File: src/rtl/fetch_unit_if.sv
// Instruction-memory read channel between the fetch unit and instruction memory.
interface fetch_unit_if;
  logic        imem_req;
  logic [31:0] imem_addr;
  logic        imem_ack;
  logic [31:0] imem_rdata;

  modport master (
    output imem_req,
    output imem_addr,
    input  imem_ack,
    input  imem_rdata
  );

  modport slave (
    input  imem_req,
    input  imem_addr,
    output imem_ack,
    output imem_rdata
  );
endinterface

File: src/rtl/fetch_unit.sv
// Fetch unit: issues one instruction read per FETCH phase, latches the returned
// word for decode, and advances or redirects the PC once per WRITE phase.
module fetch_unit #(
  parameter logic [31:0] RESET_PC = 32'h0000_0000
) (
  input  logic               clk,
  input  logic               rst,
  input  logic [2:0]         state,
  input  logic               branch_taken,
  input  logic [31:0]        branch_target,
  fetch_unit_if.master       imem,
  output logic [31:0]        instr_raw,
  output logic [31:0]        pc,
  output logic               fetch_done,
  output logic               misaligned
);

  localparam logic [2:0] PH_FETCH = 3'd0;
  localparam logic [2:0] PH_WRITE = 3'd4;

  typedef enum logic [1:0] {IDLE, WAIT, DONE} fsm_t;

  fsm_t        fsm, fsm_next;
  logic        req_q, req_next;
  logic [31:0] addr_q, addr_next;
  logic [31:0] instr_next;
  logic        done_next;
  logic        write_prev;
  logic        pc_update;

  assign imem.imem_req  = req_q;
  assign imem.imem_addr = addr_q;

  // PC moves only on the edge that enters WRITE, however long WRITE is held.
  assign pc_update = (state == PH_WRITE) && !write_prev;

  // FSM state register.
  always_ff @(posedge clk or posedge rst) begin
    if (rst) fsm <= IDLE;
    else     fsm <= fsm_next;
  end

  // Next-state and next-output logic for the memory request handshake.
  always_comb begin
    fsm_next   = fsm;
    req_next   = req_q;
    addr_next  = addr_q;
    instr_next = instr_raw;
    done_next  = 1'b0;
    unique case (fsm)
      IDLE: begin
        if (state == PH_FETCH) begin
          fsm_next  = WAIT;
          req_next  = 1'b1;
          addr_next = pc;
        end
      end
      WAIT: begin
        // Completes regardless of the core phase; a started read is never aborted.
        if (imem.imem_ack) begin
          fsm_next   = DONE;
          instr_next = imem.imem_rdata;
          req_next   = 1'b0;
          addr_next  = '0;
          done_next  = 1'b1;
        end
      end
      DONE: begin
        if (state != PH_FETCH) fsm_next = IDLE;
      end
      default: fsm_next = IDLE;
    endcase
  end

  // Registered request/address, latched instruction and completion pulse.
  always_ff @(posedge clk or posedge rst) begin
    if (rst) begin
      req_q      <= 1'b0;
      addr_q     <= '0;
      instr_raw  <= '0;
      fetch_done <= 1'b0;
    end else begin
      req_q      <= req_next;
      addr_q     <= addr_next;
      instr_raw  <= instr_next;
      fetch_done <= done_next;
    end
  end

  // PC advance/redirect on WRITE entry, with sticky misaligned-target flag.
  always_ff @(posedge clk or posedge rst) begin
    if (rst) begin
      pc         <= RESET_PC;
      write_prev <= 1'b0;
      misaligned <= 1'b0;
    end else begin
      write_prev <= (state == PH_WRITE);
      if (pc_update) begin
        if (branch_taken) begin
          pc <= {branch_target[31:2], 2'b00};
          if (branch_target[1:0] != 2'b00) misaligned <= 1'b1;
        end else begin
          pc <= pc + 32'd4;
        end
      end
    end
  end

endmodule

File: src/flat_wrapper.sv
// flat-port wrapper written by rule: the top's interface ports become plain ports
module fetch_unit_flat 
#(
  parameter logic [31:0] RESET_PC = 32'h0000_0000
)
  (clk, rst, state, branch_taken, branch_target, instr_raw, pc, fetch_done, misaligned, imem_imem_req, imem_imem_addr, imem_imem_ack, imem_imem_rdata);
  fetch_unit_if imem_i ();
  input  logic clk;
  input  logic rst;
  input  logic [2:0] state;
  input  logic branch_taken;
  input  logic [31:0] branch_target;
  output logic [31:0] instr_raw;
  output logic [31:0] pc;
  output logic fetch_done;
  output logic misaligned;
  output wire logic [$bits(imem_i.imem_req)-1:0] imem_imem_req;
  output wire logic [$bits(imem_i.imem_addr)-1:0] imem_imem_addr;
  input wire logic [$bits(imem_i.imem_ack)-1:0] imem_imem_ack;
  input wire logic [$bits(imem_i.imem_rdata)-1:0] imem_imem_rdata;
  assign imem_imem_req = imem_i.imem_req;
  assign imem_imem_addr = imem_i.imem_addr;
  assign imem_i.imem_ack = imem_imem_ack;
  assign imem_i.imem_rdata = imem_imem_rdata;
  fetch_unit #(.RESET_PC(RESET_PC)) u_core (.clk(clk), .rst(rst), .state(state), .branch_taken(branch_taken), .branch_target(branch_target), .imem(imem_i), .instr_raw(instr_raw), .pc(pc), .fetch_done(fetch_done), .misaligned(misaligned));
endmodule
File: config.mk
export PLATFORM = sky130hd
export DESIGN_NAME = fetch_unit_flat
export DESIGN_NICKNAME = d
export VERILOG_FILES = /design/src/rtl/fetch_unit_if.sv /design/src/rtl/fetch_unit.sv /design/src/flat_wrapper.sv
export SDC_FILE = /design/constraint.sdc
export NUM_CORES = 1
export LEC_CHECK = 0
export CORE_MARGIN = 5
export CORE_UTILIZATION = 45
export DETAILED_ROUTE_END_ITERATION = 8
export PLACE_DENSITY = 0.81
export SYNTH_ARGS = -nofsm -noshare
export SYNTH_HDL_FRONTEND = slang
export SYNTH_SLANG_ARGS = --single-unit
File: constraint.sdc
create_clock -name clk -period 3.4 [get_ports clk]
set_clock_uncertainty 0.05 [all_clocks]
set_input_delay 0.51 -clock clk [delete_from_list [all_inputs] [get_ports clk]]
set_output_delay 0.51 -clock clk [all_outputs]
set_load 0.01 [all_outputs]
==> results of run 1 <==
## metrics by stage
step           total power [W]  worst slack, ps  hold WS [ps]  cells  instance area (sq um)
2_1_floorplan          0.00220              250           372    532                   4570
3_3_place_gp           0.00299              822           407    802                   6340
3_5_place_dp           0.00303              784           412    802                   6340
4_1_cts                0.00380              854           435    818                   6550
5_1_grt                0.00400              662           455    818                   6550
6_report               0.00377              830           431    818                   6550
## synth_stat cells (all sizes together) (3+ instances only)
| master | count |
|---|---|
| o311ai | 4 |
| nor2b | 4 |
| nor4 | 3 |
| inv | 5 |
| dfrtp | 99 |
| or3 | 5 |
| nor3 | 6 |
| a31o | 5 |
| a22oi | 3 |
| clkbuf | 27 |
| nand3 | 21 |
| a21o | 4 |
| a41o | 3 |
| and3 | 9 |
| buf | 12 |
| o21ai | 56 |
| a21oi | 36 |
| nor2 | 13 |
| or4 | 3 |
| nand4 | 12 |
| nand2 | 179 |
## metal layers
layer,part of all wire,GRT usage
met5,0,0
met1,0.46,0.308
met4,0.015,0.0681
met2,0.46,0.337
met3,0.067,0.0464
## how the worst max path moves through the flow
stage                     slack [ps]  depth (start not counted)     startpoint           endpoint
after floorplan                  250                          1            rst  u_core.fetch_done
after global placement           820                          6       state[2]      u_core.pc[30]
after detailed placement         780                          5       state[2]      u_core.pc[25]
after CTS                        850                          5  u_core.pc[10]      u_core.pc[31]
after global routing             660                          5  u_core.pc[10]      u_core.pc[31]
final                            830                          5  u_core.pc[10]      u_core.pc[31]
## cell type report
cell class                      instances  area, sq um  area share
Timing Repair Buffer                  176         1750       0.268
Clock buffer                            9          124      0.0189
Sequential cell                        99         2480       0.379
Clock inverter                          7         76.3      0.0117
Tap cell                              133          166      0.0254
Inverter                                5         21.3     0.00325
Multi-Input combinational cell        389         1930       0.295
## logic make-up after synthesis
kind of cell | after synthesis | synth area share
DFF | 99 | 0.542
other | 1 | 0.000821
adders and majority gates | 1 | 0.00274
AOI/OAI and AO/OA | 123 | 0.156
and+or+nand+nor | 261 | 0.254
muxes | 2 | 0.00438
buffers and inverters | 44 | 0.0395
## report_power, final
part | internal (W) | switching (W) | total, W | leakage (nW)
clock | 0.000345 | 0.000422 | 0.000767 | 0.0962
combinational | 0.000715 | 0.000570 | 0.00128 | 1.52
sequential | 0.00147 | 0.000251 | 0.00172 | 1.22
total | 0.00253 | 0.00124 | 0.00377 | 2.83
## cells in the final DEF, fill, tap and decap left out, types with 5 or more instances in the layout
master,count
nand2_1,179
clkdlybuf4s50_1,167
dfrtp_1,99
o21ai_0,56
a21oi_1,36
nand3_1,20
nor2_1,12
nand4_1,11
and3_1,9
clkbuf_8,9
buf_4,8
nor3_1,6
a31o_2,5
or3_1,5
## sequential cells by signal (all words and copies together), names as in the netlist
signal and cells:
u_core.misaligned 1, u_core.instr_raw 32, u_core.write_prev 1, u_core.pc 30, u_core.imem.imem_addr 31, u_core.fetch_done 1, u_core.fsm 2, u_core.imem.imem_req 1
## worst reg2reg max path: stages (launching register included)
cell and delay (ps):
dfrtp_1 550, nand4_4 190, nor4_4 700, nand3_1 390, o311ai_0 460, nand3b_1 120
==> metrics.md, run 1 <==
| Metric | Value |
|---|---|
| Drt total wl | between 10000 and 15000 microns |
| Initial DRC Count | between 300 and 400 |
| CP Max Fanout | 14 |
| Internal reg-to-reg setup slack | ~830 ps |
| Leakage | between 2 and 3 nW |
| Status | finished, final reports clean |
| Top-Level Pins | 170 |
| Filler instances | about 830 |
| Start point of the worst hold path | u_core.instr_raw[6] |
| Mapped Area | ~4600 sq um |
| Cell Chain, Critical Path | nand4_4 > nor4_4 > nand3_1 > o311ai_0 > nand3b_1 |
| Relative slew slack | 0.368 |
| # hold bufs at CTS | 0 |
| Syn_area_per_cell | 8.60 sq um |
| RSZ-0062 raised after global routing | false |
| Worst Hold Endpoint | u_core.instr_raw[6] |
| DRT Pass-1 Iters | 5 |
| Vias per cell | approximately 5.4 |
| Most used DFF post-synth | dfrtp_1 |
| Via count | 4437 |
| Initial Utilization | 0.465 |
| Post-synth top area cell | dfrtp_1 |
| Buffers on Ports | about 170 |
| Crit Path Class | reg2reg |
| Post-CTS setup buffers | 0 |
| CTS clk-pin slew, worst paths | approximately 100 ps |
| Final hold violation count | 0 |
| Ant diodes | 0 |
| Slowest cell on the critical path | nor4_4 |
| Post-synth EDFFs | 0 |
| CP delay by family, top | simple AND/OR/NAND/NOR gates |
| Antenna violations before repair | 0 |
| Share of the synthesized area in the top cell type | 0.542 |
| CTS sink cnt | just under 100 |
| Die width | 111 microns |
| CP Buf/Inv Count | 0 |
| Share of layout cells above drive strength 1 | 0.0526 |
| Post-CTS sizing | 0 |
| Synth top area cells | dfrtp_1 (54%), nand2_1 (15%), o21ai_0 (6.1%) |
| # DRC | 0 |
| CP max stage delay | around 700 ps |
| WP data arrival | ~2800 ps |
| Final core occ | 0.667 |
| Final setup fails | 0 |
| Maximum clock frequency | 0.389 GHz |
| CORE AREA | a little under 10000 sq um |
| Unique masters post-synth | 41 |
| Final min period | 2570 ps |
| Vias in the first global route | between 4000 and 5000 |
| Clock Latency Late Sink | approximately 370 ps |
| Placer Congestion | between 0.8 and 0.9 |
| Yosys reg bits | 99 |
| Reg2reg end | u_core.pc[31] |
| H-tree depth | 3 |
| CTS buffer count | 9 |
| Die Span Y | ~110 microns |
| Setup TNS | 0 ps |
| Worst r2r path cells | 5 |
| Num rows | 36 |
| Final Slew Violations | 0 |
| Req. time, crit path | ~3600 ps |
| CTS tree | built |
| PD cells | about 580 nW/um^2 |
| WL/cell | between 15 and 20 microns |
| Die ar. | about 12000 sq um |
| Max Buffers Root-to-Sink | 2 |
| YS warnings | 0 |
| Clock Tree Root | clkbuf_8 |
| Startpoint Class | flop |
| Grt ovf | 0 |
| Synth async-reset ratio | 1.00 |
| Max Cap Viol | 0 |
| Post-DP HPWL | roughly 9500 microns |
| Mapped Cells | ~530 |
| First-pass GRT wire length | approximately 22000 microns |
| Largest net degree at the start of global routing | 71 |
| GRT Total Usage | 0.218 |
| Area growth from synthesis to layout | 43.3% |
| Hold WC Path Type | reg2reg |
| Max VDD drop | between 0.2 and 0.3 mV |
| Routed Antenna Nets | 0 |
| Slew @ Worst Pin | between 900 and 1000 ps |
| Register area share after synthesis | 0.542 |
| Worst hold stages | 2 |
| Reg-to-Reg Start | u_core.pc[10] |
| Final Cycle Share | 0.756 |
| Crit. End Element | flop |
| Total Nets Final | between 700 and 800 |
No activity file was read; power rests on OpenSTA's default activity.
==> run 2, diff against run 1 <==
--- a/config.mk
+++ b/config.mk
@@ -6,9 +6,9 @@
 export NUM_CORES = 1
 export LEC_CHECK = 0
 export CORE_MARGIN = 5
-export CORE_UTILIZATION = 45
+export CORE_UTILIZATION = 40
 export DETAILED_ROUTE_END_ITERATION = 8
-export PLACE_DENSITY = 0.81
+export PLACE_DENSITY = 0.76
 export SYNTH_ARGS = -nofsm -noshare
 export SYNTH_HDL_FRONTEND = slang
 export SYNTH_SLANG_ARGS = --single-unit
==> constraint.sdc (replaced) <==
create_clock -name clk -period 2.35 [get_ports clk]
set_clock_uncertainty 0.05 [all_clocks]
set_input_delay 0.3525 -clock clk [delete_from_list [all_inputs] [get_ports clk]]
set_output_delay 0.3525 -clock clk [all_outputs]
set_load 0.01 [all_outputs]
==> run 2 against run 1 <==
  * Power up 54%
  * Sequential power up 43%
  * Critical endpoint unchanged
  * Setup slack worse by 550 ps
  * Largest power group unchanged
  * Maximum frequency up 24%
  * Global-route usage down 1.3 points
==> metrics.md, run 2 (synthesis results as in run 1) <==
| Metric | Value |
|---|---|
| Fin cells | around 850 |
| Die width | between 100 and 150 microns |
| Reg-to-Reg Start | u_core.pc[11] |
| Largest net degree at the start of global routing | 63 |
| Power share of the combinational group | 0.338 |
| H-tree depth | 3 |
| Worst r2r path cells | 6 |
| Crit. End Element | flop |
| Sw Share | 0.312 |
| Total Nets Final | between 700 and 800 |
| Reg2reg end | u_core.pc[31] |
| Die ar. | 13700 sq um |
| Routed Antenna Nets | 0 |
| Max VDD drop | approximately 0.44 mV |
| Most common cell after layout, fill and taps aside | nand2_1 |
| Clk network pwr share | 0.238 |
| Post-DP Area | between 6000 and 7000 sq um |
| Num rows | 39 |
| Clock Tree Root | clkbuf_16 |
| Psw | 0.00181 W |
| Clock Latency Late Sink | 340 ps |
| Antenna violations before repair | 0 |
| CP max stage delay | just over 500 ps |
| Setup TNS | 0 ps |
| Via count | 4499 |
| Buffers on Ports | about 170 |
| Vias in the first global route | roughly 4300 |
| Post-DP HPWL | between 10000 and 15000 microns |
| # hold bufs at CTS | 0 |
| CTS clk-pin slew, worst paths | ~70 ps |
| DRT Pass-1 Iters | 5 |
| CP Max Fanout | 8 |
| Layout Cell Area excl Fill | between 6000 and 7000 sq um |
| Final hold violation count | 0 |
| Post-CTS sizing | 0 |
| CTS tree | built |
| Final setup fails | 0 |
| PD cells | 849 nW/um^2 |
| Dpl cells | 835 |
| Max reg flops | 32 |
| Initial DRC Count | ~350 |
| Req. time, crit path | about 2500 ps |
| Initial Utilization | 0.403 |
| WP data arrival | 2240 ps |
| Most frequent cells in the layout | nand2_1 (179), clkdlybuf4s50_1 (166), dfrtp_1 (99) |
| Max Buffers Root-to-Sink | 2 |
| Placer Congestion | ~0.86 |
| GRT Total Usage | 0.205 |
| Grt ovf | 0 |
| Reg with most FFs | u_core.instr_raw |
| Top-Level Pins | 170 |
| Post-CTS setup buffers | 0 |
| WL/cell | between 15 and 20 microns |
| CTS sink cnt | approximately 100 |
| Status | finished, final reports clean |
| Internal power | between 0.003 and 0.004 W |
| Die Span Y | ~120 microns |
| # DRC | 0 |
| Final Cycle Share | 0.883 |
| First-pass GRT wire length | 22100 microns |
| Final Slew Violations | 0 |
| Max Cap Viol | 0 |
| Share of layout cells above drive strength 1 | 0.0804 |
| Hold WC Path Type | in2async |
| Area growth from synthesis to layout | 49.6% |
| Vias per cell | 5.28 |
| Reg power frac | 0.424 |
| Crit Path Class | reg2reg |
| Internal reg-to-reg setup slack | around 280 ps |
| Relative slew slack | 0.644 |
| CTS buffer count | 9 |
| Slowest cell on the critical path | dfrtp_1 |
| RSZ-0062 raised after global routing | false |
| Leakage | approximately 3.0 nW |
| Cell Chain, Critical Path | nand4_4 > nor4_4 > buf_4 > nand3_1 > o311ai_0 > nand3b_1 |
| Final min period | approximately 2100 ps |
| Drt total wl | between 10000 and 15000 microns |
| Slew @ Worst Pin | roughly 530 ps |
| CORE AREA | about 11000 sq um |
| Ant diodes | 0 |
| Maximum clock frequency | around 0.48 GHz |
| Startpoint Class | flop |
==> run 2: changes by cell type in the layout (fill, tap and decap cells not counted), sizes merged <==
cell	before	now
inv	7	4
buf	9	34
clkbuf	9	15
bufinv	1	0
clkdlybuf4s50	167	166
clkinv	2	0
==> run 2: worst max path at each step <==
stage / cells after the start / slack [ps] / from / endpoint
5_1_grt: 7 / 100 / state[2] / u_core.pc[30]
4_1_cts: 5 / 180 / u_core.pc[11] / u_core.pc[31]
3_5_place_dp: 7 / -30 / state[2] / u_core.pc[30]
3_3_place_gp: 7 / -40 / state[2] / u_core.pc[30]
2_1_floorplan: 6 / 430 / u_core.pc[10] / u_core.pc[29]
6_report: 6 / 280 / u_core.pc[11] / u_core.pc[31]
==> run 2: final cells by class <==
cell class	instances	area [sq um]
fillers	948	4490
flip-flops and latches	99	2480
repair buffers	200	1950
multi-input cells	389	1930
clock buffers	15	268
well taps	143	179
inverters	5	22.5
clock inverters	1	7.51
==> run 2: per-stage QoR <==
stage	util	hold slack, ps	setup slack, ps	total power (W)
final	0.604	364	276	0.00580
after global routing	0.604	391	100	0.00616
after CTS	0.603	382	177	0.00586
after detailed placement	0.579	412	-27.7	0.00447
after global placement	0.579	408	-40.9	0.00440
after floorplan	-	372	429	0.00318
==> run 2: power by group through the flow <==
stage	clock network (W)	logic [W]	registers (W)
2_1_floorplan	0	0.000535	0.00265
3_3_place_gp	0	0.00193	0.00247
3_5_place_dp	0	0.00198	0.00249
4_1_cts	0.00141	0.00199	0.00246
5_1_grt	0.00150	0.00214	0.00252
6_report	0.00138	0.00196	0.00246
==> run 2: per-layer routing <==
metal | track usage | share of wire | vias to the layer above | wire length [microns]
li1 | - | - | 2161 | -
met3 | 0.0437 | 0.080 | 21 | 1110
met2 | 0.343 | 0.47 | 203 | 6570
met5 | 0 | 0 | - | 0
met4 | 0.0550 | 0.017 | 0 | 240
met1 | 0.272 | 0.43 | 2114 | 6020
==> run 2: critical path, delay by kind of cell (launching register included) <==
kind / cells / cell delay, ps
AND/OR/NAND/NOR: 4 / 800
flip-flops: 1 / 510
buffers and inverters: 1 / 190
AO/OA/AOI/OAI: 1 / 410
==> run 3, diff against run 2 <==
--- a/config.mk
+++ b/config.mk
@@ -9,6 +9,8 @@
 export CORE_UTILIZATION = 40
 export DETAILED_ROUTE_END_ITERATION = 8
 export PLACE_DENSITY = 0.76
+export SLEW_MARGIN = 20
 export SYNTH_ARGS = -nofsm -noshare
 export SYNTH_HDL_FRONTEND = slang
 export SYNTH_SLANG_ARGS = --single-unit
+export TNS_END_PERCENT = 10
==> results of run 3 <==
No change in the layout: final DEF, timing and power equal those of run 2.
